==> config.mk <==
export PLATFORM = sky130hd
export DESIGN_NAME = pe_load_sequencer
export DESIGN_NICKNAME = d
export VERILOG_FILES = /design/src/rtl/pe_load_sequencer.sv
export SDC_FILE = /design/constraint.sdc
export NUM_CORES = 1
export LEC_CHECK = 0
export CAP_MARGIN = 10
export CORE_MARGIN = 5
export CORE_UTILIZATION = 44
export CTS_CLUSTER_SIZE = 40
export DETAILED_ROUTE_END_ITERATION = 6
export GPL_TIMING_DRIVEN = 1
export PLACE_DENSITY_LB_ADDON = 0.2
export SYNTH_ARGS = -nofsm -noshare
export SYNTH_HDL_FRONTEND = slang
export SYNTH_SLANG_ARGS = --single-unit
==> constraint.sdc <==
create_clock -name clk -period 2 [get_ports clk]
set_input_delay 0.5 -clock clk [delete_from_list [all_inputs] [get_ports clk]]
set_output_delay 0.5 -clock clk [all_outputs]
set_load 0.05 [all_outputs]
==> src/rtl/pe_load_sequencer.sv <==
// pe_load_sequencer: streams filter/ifmap pairs into one PE, then waits for
// the PE and captures its output psum as the job result.
//
// Ports:
//   clk, rstb          clock, synchronous active-low reset
//   start, num_taps    job request and filter/ifmap pair count
//   psum_in            partial sum latched on an accepted start
//   src_valid/ready    word stream handshake, src_data ordered f0,i0,f1,i1,...
//   pe_*               write strobes, words and psum toward the PE;
//                      pe_ready/pe_output_psum come back from it
//   busy               any state other than IDLE
//   result(_valid)     captured PE psum and its one-cycle update pulse
//   cfg_error          pulse: start with an illegal num_taps
//   timeout_error      pulse: PE did not finish in TIMEOUT_CYCLES
module pe_load_sequencer #(
  parameter int BITWIDTH       = 16,
  parameter int RF_ADDR_WIDTH  = 3,
  parameter int TIMEOUT_CYCLES = 64
) (
  input  logic                     clk,
  input  logic                     rstb,
  input  logic                     start,
  input  logic [RF_ADDR_WIDTH:0]   num_taps,
  input  logic [BITWIDTH-1:0]      psum_in,
  input  logic                     src_valid,
  input  logic [BITWIDTH-1:0]      src_data,
  output logic                     src_ready,
  output logic                     pe_filter_enable,
  output logic                     pe_ifmap_enable,
  output logic [BITWIDTH-1:0]      pe_filter,
  output logic [BITWIDTH-1:0]      pe_ifmap,
  output logic [BITWIDTH-1:0]      pe_input_psum,
  input  logic                     pe_ready,
  input  logic [BITWIDTH-1:0]      pe_output_psum,
  output logic                     busy,
  output logic [BITWIDTH-1:0]      result,
  output logic                     result_valid,
  output logic                     cfg_error,
  output logic                     timeout_error
);

  localparam int NW = RF_ADDR_WIDTH + 1;
  localparam int TW = $clog2(TIMEOUT_CYCLES + 1);

  localparam logic [NW-1:0] MAX_TAPS =
    NW'(1) << RF_ADDR_WIDTH;
  localparam logic [TW-1:0] TMO_LAST =
    TW'(TIMEOUT_CYCLES - 1);

  typedef enum logic [2:0] {
    IDLE,
    LOAD_F,
    LOAD_I,
    WAIT_PE,
    CAPTURE
  } state_t;

  state_t state;
  state_t state_nx;

  logic [NW-1:0] tap_cnt;
  logic [NW-1:0] taps_q;
  logic [NW-1:0] tap_inc;
  logic [TW-1:0] timer;

  logic cfg_ok;
  logic last_tap;
  logic timer_done;

  logic load_job;
  logic filter_we;
  logic ifmap_we;
  logic cfg_err_d;
  logic tmo_d;
  logic cap_d;

  assign cfg_ok     = (num_taps != '0) &&
                      (num_taps <= MAX_TAPS);
  assign tap_inc    = tap_cnt + NW'(1);
  assign last_tap   = (tap_inc == taps_q);
  // Timer holds 0 outside WAIT_PE, so it
  // equals the count of WAIT_PE edges seen.
  assign timer_done = (timer == TMO_LAST);

  always_ff @(posedge clk) begin
    if (!rstb) begin
      state <= IDLE;
    end else begin
      state <= state_nx;
    end
  end

  always_comb begin
    state_nx = state;
    unique case (state)
      IDLE: begin
        if (start && cfg_ok) begin
          state_nx = LOAD_F;
        end
      end
      LOAD_F: begin
        if (src_valid) begin
          state_nx = LOAD_I;
        end
      end
      LOAD_I: begin
        if (src_valid) begin
          state_nx = last_tap ? WAIT_PE : LOAD_F;
        end
      end
      WAIT_PE: begin
        // pe_ready wins over an expiring timer
        if (pe_ready) begin
          state_nx = CAPTURE;
        end else if (timer_done) begin
          state_nx = IDLE;
        end
      end
      CAPTURE: begin
        state_nx = IDLE;
      end
      default: begin
        state_nx = IDLE;
      end
    endcase
  end

  always_comb begin
    src_ready = 1'b0;
    busy      = 1'b1;
    load_job  = 1'b0;
    filter_we = 1'b0;
    ifmap_we  = 1'b0;
    cfg_err_d = 1'b0;
    tmo_d     = 1'b0;
    cap_d     = 1'b0;
    unique case (state)
      IDLE: begin
        busy      = 1'b0;
        load_job  = start && cfg_ok;
        cfg_err_d = start && !cfg_ok;
      end
      LOAD_F: begin
        src_ready = 1'b1;
        filter_we = src_valid;
      end
      LOAD_I: begin
        src_ready = 1'b1;
        ifmap_we  = src_valid;
      end
      WAIT_PE: begin
        tmo_d = !pe_ready && timer_done;
      end
      CAPTURE: begin
        cap_d = 1'b1;
      end
      default: begin
        busy = 1'b1;
      end
    endcase
  end

  always_ff @(posedge clk) begin
    if (!rstb) begin
      pe_filter_enable <= 1'b0;
      pe_ifmap_enable  <= 1'b0;
      pe_filter        <= '0;
      pe_ifmap         <= '0;
      pe_input_psum    <= '0;
      taps_q           <= '0;
      tap_cnt          <= '0;
      timer            <= '0;
      result           <= '0;
      result_valid     <= 1'b0;
      cfg_error        <= 1'b0;
      timeout_error    <= 1'b0;
    end else begin
      pe_filter_enable <= filter_we;
      pe_ifmap_enable  <= ifmap_we;
      if (filter_we) begin
        pe_filter <= src_data;
      end
      if (ifmap_we) begin
        pe_ifmap <= src_data;
      end

      if (load_job) begin
        taps_q        <= num_taps;
        pe_input_psum <= psum_in;
        tap_cnt       <= '0;
      end else if (ifmap_we) begin
        tap_cnt <= tap_inc;
      end

      if (state != WAIT_PE) begin
        timer <= '0;
      end else if (!timer_done) begin
        timer <= timer + TW'(1);
      end

      cfg_error     <= cfg_err_d;
      timeout_error <= tmo_d;
      result_valid  <= cap_d;
      if (cap_d) begin
        result <= pe_output_psum;
      end
    end
  end

endmodule

==> results.py, run 1 <==
metrics = {
    "synthesis": {
        "synth_top_family_by_area": "simple AND/OR/NAND/NOR gates",
        "yosys.area.top_type": "dfxtp_1",
        "syn_area_per_cell_um2": 8.26,
        "synth_top_area_share": 0.520,
        "synth-compound-area-share": 0.145,
        "synth_fa_ha_area_frac": 0.00748,
        "netlist_top_cells_area": "dfxtp_1, nand2_1, a21oi_1",
        "yosys-top-cells-count": "nand2_1, dfxtp_1, a21oi_1, nand3_1, o21ai_0",
        "muxShareOfSynthArea": 0.00299,
        "synth_cell_types": 39,
        "yosys.area_share.xor_xnor": 0.0314,
        "synthesis.nets": 464,
        "synth_simple_gate_area_frac": 0.243,
        "ys_ff_latch": 87,
        "ys.flop_type": "dfxtp_1",
        "yosysSeqAreaShare": 0.520,
        "async_flop_share": 0,
        "syn_inst": 405,
        "synth-edff-count": 0,
        "synth_area_mm2": 0.00335,
        "synth.most_common_cell": "nand2_1",
        "ys_warn_count": 0,
    },
    "clock_network": {
        "clk_latency_ns": 0.35,
        "h-tree-depth": 3,
        "clock-sinks": 87,
        "cts-root-buf": "clkbuf_8",
        "clk_pin_slew_ns": 0.09,
        "tritoncts": "yes",
        "clockBufferDepth": 2,
        "postCtsHoldBufs": 0,
        "cts_made_buffers": 9,
    },
    "worst_setup_path": {
        "reg2reg_from": "timer[0]",
        "crit_chain": "clkdlybuf4s50_1",
        "worstPathRequired_ns": 1.50,
        "max_stage_delay_ns": 0.79,
        "crit_type": "reg -> out",
        "r2r_end": "state[0]",
        "startpoint_type": "flip-flop",
        "crit_buf_inv": 1,
        "cp.arrival_ns": 1.46,
        "cp_top_family": "buffers and inverters",
        "rrSetupSlack_ns": 0.49,
        "path_max_fanout": 1,
        "rr_worst_depth": 5,
        "cpMaxStageDelayCell": "clkdlybuf4s50_1",
        "cp-end-kind": "output port",
    },
    "power_and_ir_drop": {
        "switching_share": 0.289,
        "power.share.combinational": 0.208,
        "seqPwrFrac": 0.457,
        "ir_worst_vdd_mv": 0.427,
        "p_sw_mw": 1.18,
        "intPower_mw": 2.89,
        "cellLeakagePower_nw": 2.13,
        "p_clk_frac": 0.336,
        "power_density_mw_per_mm2": 829,
    },
    "die": {
        "io_pins": 128,
        "die_width_um": 97.2,
        "start_util": 0.457,
        "rows": 31,
        "dieArea_mm2": 0.00945,
        "core_area_mm2": 0.00733,
        "die_h_um": 97.2,
    },
    "global_routing": {
        "grt_antenna_before_repair": 0,
        "track_usage": 0.174,
        "grt_max_degree": 33,
        "grt_pass1_wl_mm": 13.7,
        "grt_overflow": 0,
        "grt_pass1_vias": 2911,
    },
    "routing": {
        "drt_iter0_markers": 63,
        "dr.pass1.iters": 4,
        "routedWlPerCell_um": 13.1,
        "ant_nets": 0,
        "dr_total_vias": 3026,
        "drc_errors": 0,
        "wl_mm": 8.29,
        "vias_per_cell": 4.77,
    },
    "min_path": {
        "min_to": "timer[6]",
        "hp-start": "timer[6]",
        "holdPathStages": 2,
        "worst_hold_path_type": "reg -> reg",
    },
    "cells_and_area": {
        "n_antenna_cell": 0,
        "syn2layout_area_growth_pct": 46.4,
        "nNetsFinal": 589,
        "fin_area_mm2": 0.00490,
        "drive_gt1_frac": 0.120,
    },
    "sta": {
        "final.min_clock_period_ns": 1.96,
        "worst_pin_slew_ns": 0.540,
        "slew_viol_final": 0,
        "post-route-period-util": 0.980,
        "hold_violations": 0,
        "fmax_ghz": 0.510,
        "tns_ns": 0,
        "skew_ns": 0.0101,
        "relSlewSlack": 0.639,
        "setup_viol": 0,
        "rsz0062_at_grt": "false",
    },
    "place": {
        "portBuffers": 127,
        "dpl.hpwl_mm": 6.12,
        "gp_congestion": 0.798,
        "placed_area_mm2": 0.00470,
    },
    "status": {
        "outcome": "finished clean",
    },
    "job": {
        "drv_cap": 0,
    },
}
## state kept, by name, indices dropped and copies added, names as in the netlist
register	flops
pe_ifmap_enable	1
tap_cnt	4
timer	7
taps_q	4
result	16
cfg_error	1
timeout_error	1
state	3
pe_ifmap	16
pe_filter_enable	1
pe_filter	16
result_valid	1
pe_input_psum	16
## metrics by stage
| stage | hold WS [ns] | power, mW | setup WS, ns | util | cells |
|---|---|---|---|---|---|
| after floorplan | 0.410 | 2.41 | 0.131 | - | 405 |
| after global placement | 0.417 | 2.76 | -0.0442 | 0.641 | 618 |
| after detailed placement | 0.424 | 2.77 | -0.113 | 0.641 | 618 |
| after CTS | 0.437 | 4.11 | 0.000408 | 0.666 | 634 |
| after global routing | 0.456 | 4.25 | 0.00654 | 0.669 | 634 |
| final | 0.436 | 4.06 | 0.0398 | 0.669 | 634 |
## layout by cell type (no fill, tap or decap), types with 2 or more instances in the layout
| cell | count |
|---|---|
| bufinv_16 | 2 |
| a31oi_1 | 2 |
| nand3b_1 | 2 |
| buf_4 | 36 |
| ha_1 | 2 |
| dlymetal6s2s_1 | 8 |
| nand2_1 | 126 |
| a211oi_1 | 3 |
| o21ai_1 | 2 |
| nor2_1 | 14 |
| xnor2_1 | 10 |
| xor2_1 | 2 |
| o21ai_0 | 20 |
| a21oi_1 | 56 |
| clkinvlp_4 | 2 |
| nand3_1 | 24 |
| dlygate4sd2_1 | 38 |
| clkbuf_8 | 10 |
| and2_1 | 2 |
| nor3_1 | 2 |
| dfxtp_1 | 86 |
| clkdlybuf4s50_1 | 57 |
| or3_1 | 2 |
| buf_12 | 4 |
| inv_1 | 2 |
## worst max path at each step
stage | end | from | cells past startpoint
after floorplan | src_ready | state[1] | 3
after global placement | pe_input_psum[6] | num_taps[0] | 6
after detailed placement | pe_input_psum[11] | num_taps[0] | 6
after CTS | pe_filter_enable | pe_filter_enable | 1
after global routing | pe_ifmap_enable | pe_ifmap_enable | 1
final | pe_ifmap_enable | pe_ifmap_enable | 1
## kinds of logic (layout without fill, tap and decap cells)
| family | count (synthesis) | in the layout |
|---|---|---|
| simple gates | 183 | 183 |
| compound gates | 88 | 88 |
| flops | 87 | 87 |
| buf+inv | 32 | 162 |
| xor+xnor | 12 | 12 |
| fa+ha+maj | 2 | 2 |
| mux | 1 | 1 |
## routing by layer
layer | vias up | share of wire | routed length (µm) | global-route usage
met2 | 98 | 0.47 | 3870 | 0.285
li1 | 1591 | - | - | -
met3 | 8 | 0.070 | 581 | 0.0603
met4 | 0 | 0.013 | 105 | 0.0639
met5 | - | 0 | 0 | 0
met1 | 1329 | 0.45 | 3730 | 0.211
## cell type report
cell class	count	area, µm²
repair buffers	143	1350
flip-flops and latches	87	1740
inverters	3	11.3
well taps	99	124
clock buffers	10	138
fillers	630	2430
multi-input cells	286	1440
clock inverters	6	92.6
## worst min-delay path, stage by stage (launching register included)
cell and delay [ns]:
dfxtp_1 0.32, inv_1 0.05, a211oi_1 0.03
## power by group through the flow
stage	combinational, mW	sequential [mW]	clock [mW]
after global placement	0.862	1.89	0
after global routing	0.904	1.87	1.48
after detailed placement	0.872	1.90	0
final	0.845	1.86	1.36
after floorplan	0.307	2.10	0
after CTS	0.852	1.86	1.40
## what timing repair did
action,4_1_cts,5_1_grt
endpoints found under the setup margin,38,9
resized for setup,38,9
setup buffers,0,0
(Power assumes the default switching activity.)
==> run 2: changes to the inputs <==
- CORE_UTILIZATION: 44 -> 45
- DONT_BUFFER_PORTS: default -> 1
==> results.py, run 2 (synthesized netlist as in run 1, its figures left out) <==
metrics = {
    "die": {
        "dieArea_mm2": 0.00926,
        "io_pins": 128,
        "rows": 31,
        "core_area_mm2": 0.00725,
        "die_h_um": 96.2,
        "start_util": 0.461,
        "die_width_um": 96.2,
    },
    "min_path": {
        "holdPathStages": 1,
        "hp-start": "pe_ready",
        "min_to": "timeout_error",
        "worst_hold_path_type": "in -> reg",
    },
    "sta": {
        "slew_viol_final": 0,
        "setup_viol": 0,
        "final.min_clock_period_ns": 1.81,
        "hold_violations": 0,
        "worst_pin_slew_ns": 0.576,
        "relSlewSlack": 0.615,
        "rsz0062_at_grt": "false",
        "fmax_ghz": 0.552,
        "post-route-period-util": 0.907,
        "skew_ns": 0.0136,
        "tns_ns": 0,
    },
    "global_routing": {
        "track_usage": 0.150,
        "grt_pass1_wl_mm": 10.9,
        "grt_pass1_vias": 2241,
        "grt_overflow": 0,
        "grt_antenna_before_repair": 0,
        "grt_max_degree": 46,
    },
    "power_and_ir_drop": {
        "power.share.combinational": 0.090,
        "seqPwrFrac": 0.598,
        "ir_worst_vdd_mv": 0.428,
        "intPower_mw": 2.39,
        "power_density_mw_per_mm2": 984,
        "switching_share": 0.318,
        "p_clk_frac": 0.312,
        "cellLeakagePower_nw": 1.21,
        "p_sw_mw": 1.11,
    },
    "cells_and_area": {
        "layout_commonest_cell": "nand2_1",
        "drive_gt1_frac": 0.0804,
        "final_cell_mix": "nand2_1, dfxtp_1, a21oi_1",
        "n_antenna_cell": 0,
        "nNetsFinal": 452,
        "syn2layout_area_growth_pct": 6.36,
        "fin_area_mm2": 0.00356,
    },
    "worst_setup_path": {
        "rr_worst_depth": 4,
        "reg2reg_from": "state[2]",
        "worstPathRequired_ns": 1.50,
        "cp_top_family": "simple AND/OR/NAND/NOR gates",
        "crit_type": "reg -> out",
        "startpoint_type": "flip-flop",
        "crit_buf_inv": 0,
        "path_max_fanout": 11,
        "cp.arrival_ns": 1.31,
        "cp-end-kind": "output port",
        "crit_chain": "or3_4",
        "rrSetupSlack_ns": 0.35,
        "cpMaxStageDelayCell": "or3_4",
        "max_stage_delay_ns": 0.53,
        "r2r_end": "tap_cnt[2]",
    },
    "routing": {
        "routedWlPerCell_um": 14.4,
        "drc_errors": 0,
        "drt_iter0_markers": 124,
        "dr.pass1.iters": 4,
        "vias_per_cell": 5.04,
        "ant_nets": 0,
        "dr_total_vias": 2505,
        "wl_mm": 7.17,
    },
    "clock_network": {
        "tritoncts": "yes",
        "h-tree-depth": 3,
        "clk_latency_ns": 0.35,
        "postCtsHoldBufs": 0,
        "cts-root-buf": "clkbuf_8",
        "clockBufferDepth": 2,
        "cts_made_buffers": 9,
        "clock-sinks": 87,
        "clk_pin_slew_ns": 0.08,
    },
    "place": {
        "dpl.hpwl_mm": 5.12,
        "placed_area_mm2": 0.00337,
        "gp_congestion": 0.738,
        "portBuffers": 0,
    },
    "job": {
        "drv_cap": 0,
    },
    "status": {
        "outcome": "finished clean",
    },
}
## run 2: cell count changes in the layout (fill, tap and decap cells not counted), moves of 2 or more
cell / change
buf_4: -31
dlymetal6s2s_1: -8
bufinv_16: -2
clkdlybuf4s50_1: -57
dlygate4sd2_1: -38
buf_12: -3
## run 2: worst reg2reg max path: stages (launching register included)
cell     delay [ns]
dfxtp_1        0.44
nor4b_4        0.43
nand3_4        0.35
nand2_1        0.25
nor2_1         0.07
## run 2: worst max path at each step
stage	startpoint	end	slack, ns	cells after the start
6_report	state[2]	busy	0.19	1
5_1_grt	state[2]	busy	0.13	1
4_1_cts	state[1]	src_ready	0.02	3
2_1_floorplan	state[1]	src_ready	0.13	3
3_5_place_dp	num_taps[3]	tap_cnt[3]	0.26	4
3_3_place_gp	num_taps[3]	tap_cnt[1]	0.29	4
## run 2: per-stage QoR
step           power (mW)  instances  hold slack (ns)  setup WS [ns]  utilization
2_1_floorplan        2.41        405            0.410          0.131            -
3_3_place_gp         2.44        481            0.418          0.292        0.465
3_5_place_dp         2.45        481            0.430          0.258        0.465
4_1_cts              3.55        497            0.206         0.0216        0.490
5_1_grt              3.68        497            0.197          0.134        0.491
6_report             3.50        497            0.226          0.187        0.491
## run 2: power by group through the flow
stage / Combinational, mW / Sequential [mW] / Clock, mW
2_1_floorplan: 0.307 / 2.10 / 0
3_3_place_gp: 0.308 / 2.14 / 0
3_5_place_dp: 0.315 / 2.14 / 0
4_1_cts: 0.319 / 2.10 / 1.13
5_1_grt: 0.350 / 2.11 / 1.22
6_report: 0.314 / 2.10 / 1.09
## run 2: repair_timing
item,CTS,global route
resized for setup,1,2
hold endpoints to repair,0,0
setup buffers,0,0
endpoints found under the setup margin,1,1
## run 2: cell type report
class | instances | area (µm²)
flip-flops and latches | 87 | 1740
fillers | 711 | 3690
repair buffers | 6 | 57.6
clock buffers | 9 | 124
inverters | 3 | 11.3
well taps | 99 | 124
multi-input cells | 286 | 1440
clock inverters | 7 | 55.1
## run 2: layer usage
metal  vias up  wire length (µm)  GRT usage  part of all wire
met5         -                 0          0                 0
met2        97              3150      0.226              0.44
li1       1320                 -          -                 -
met1      1080              3030      0.186              0.42
met3         8               896     0.0672              0.13
met4         0                91     0.0569             0.013
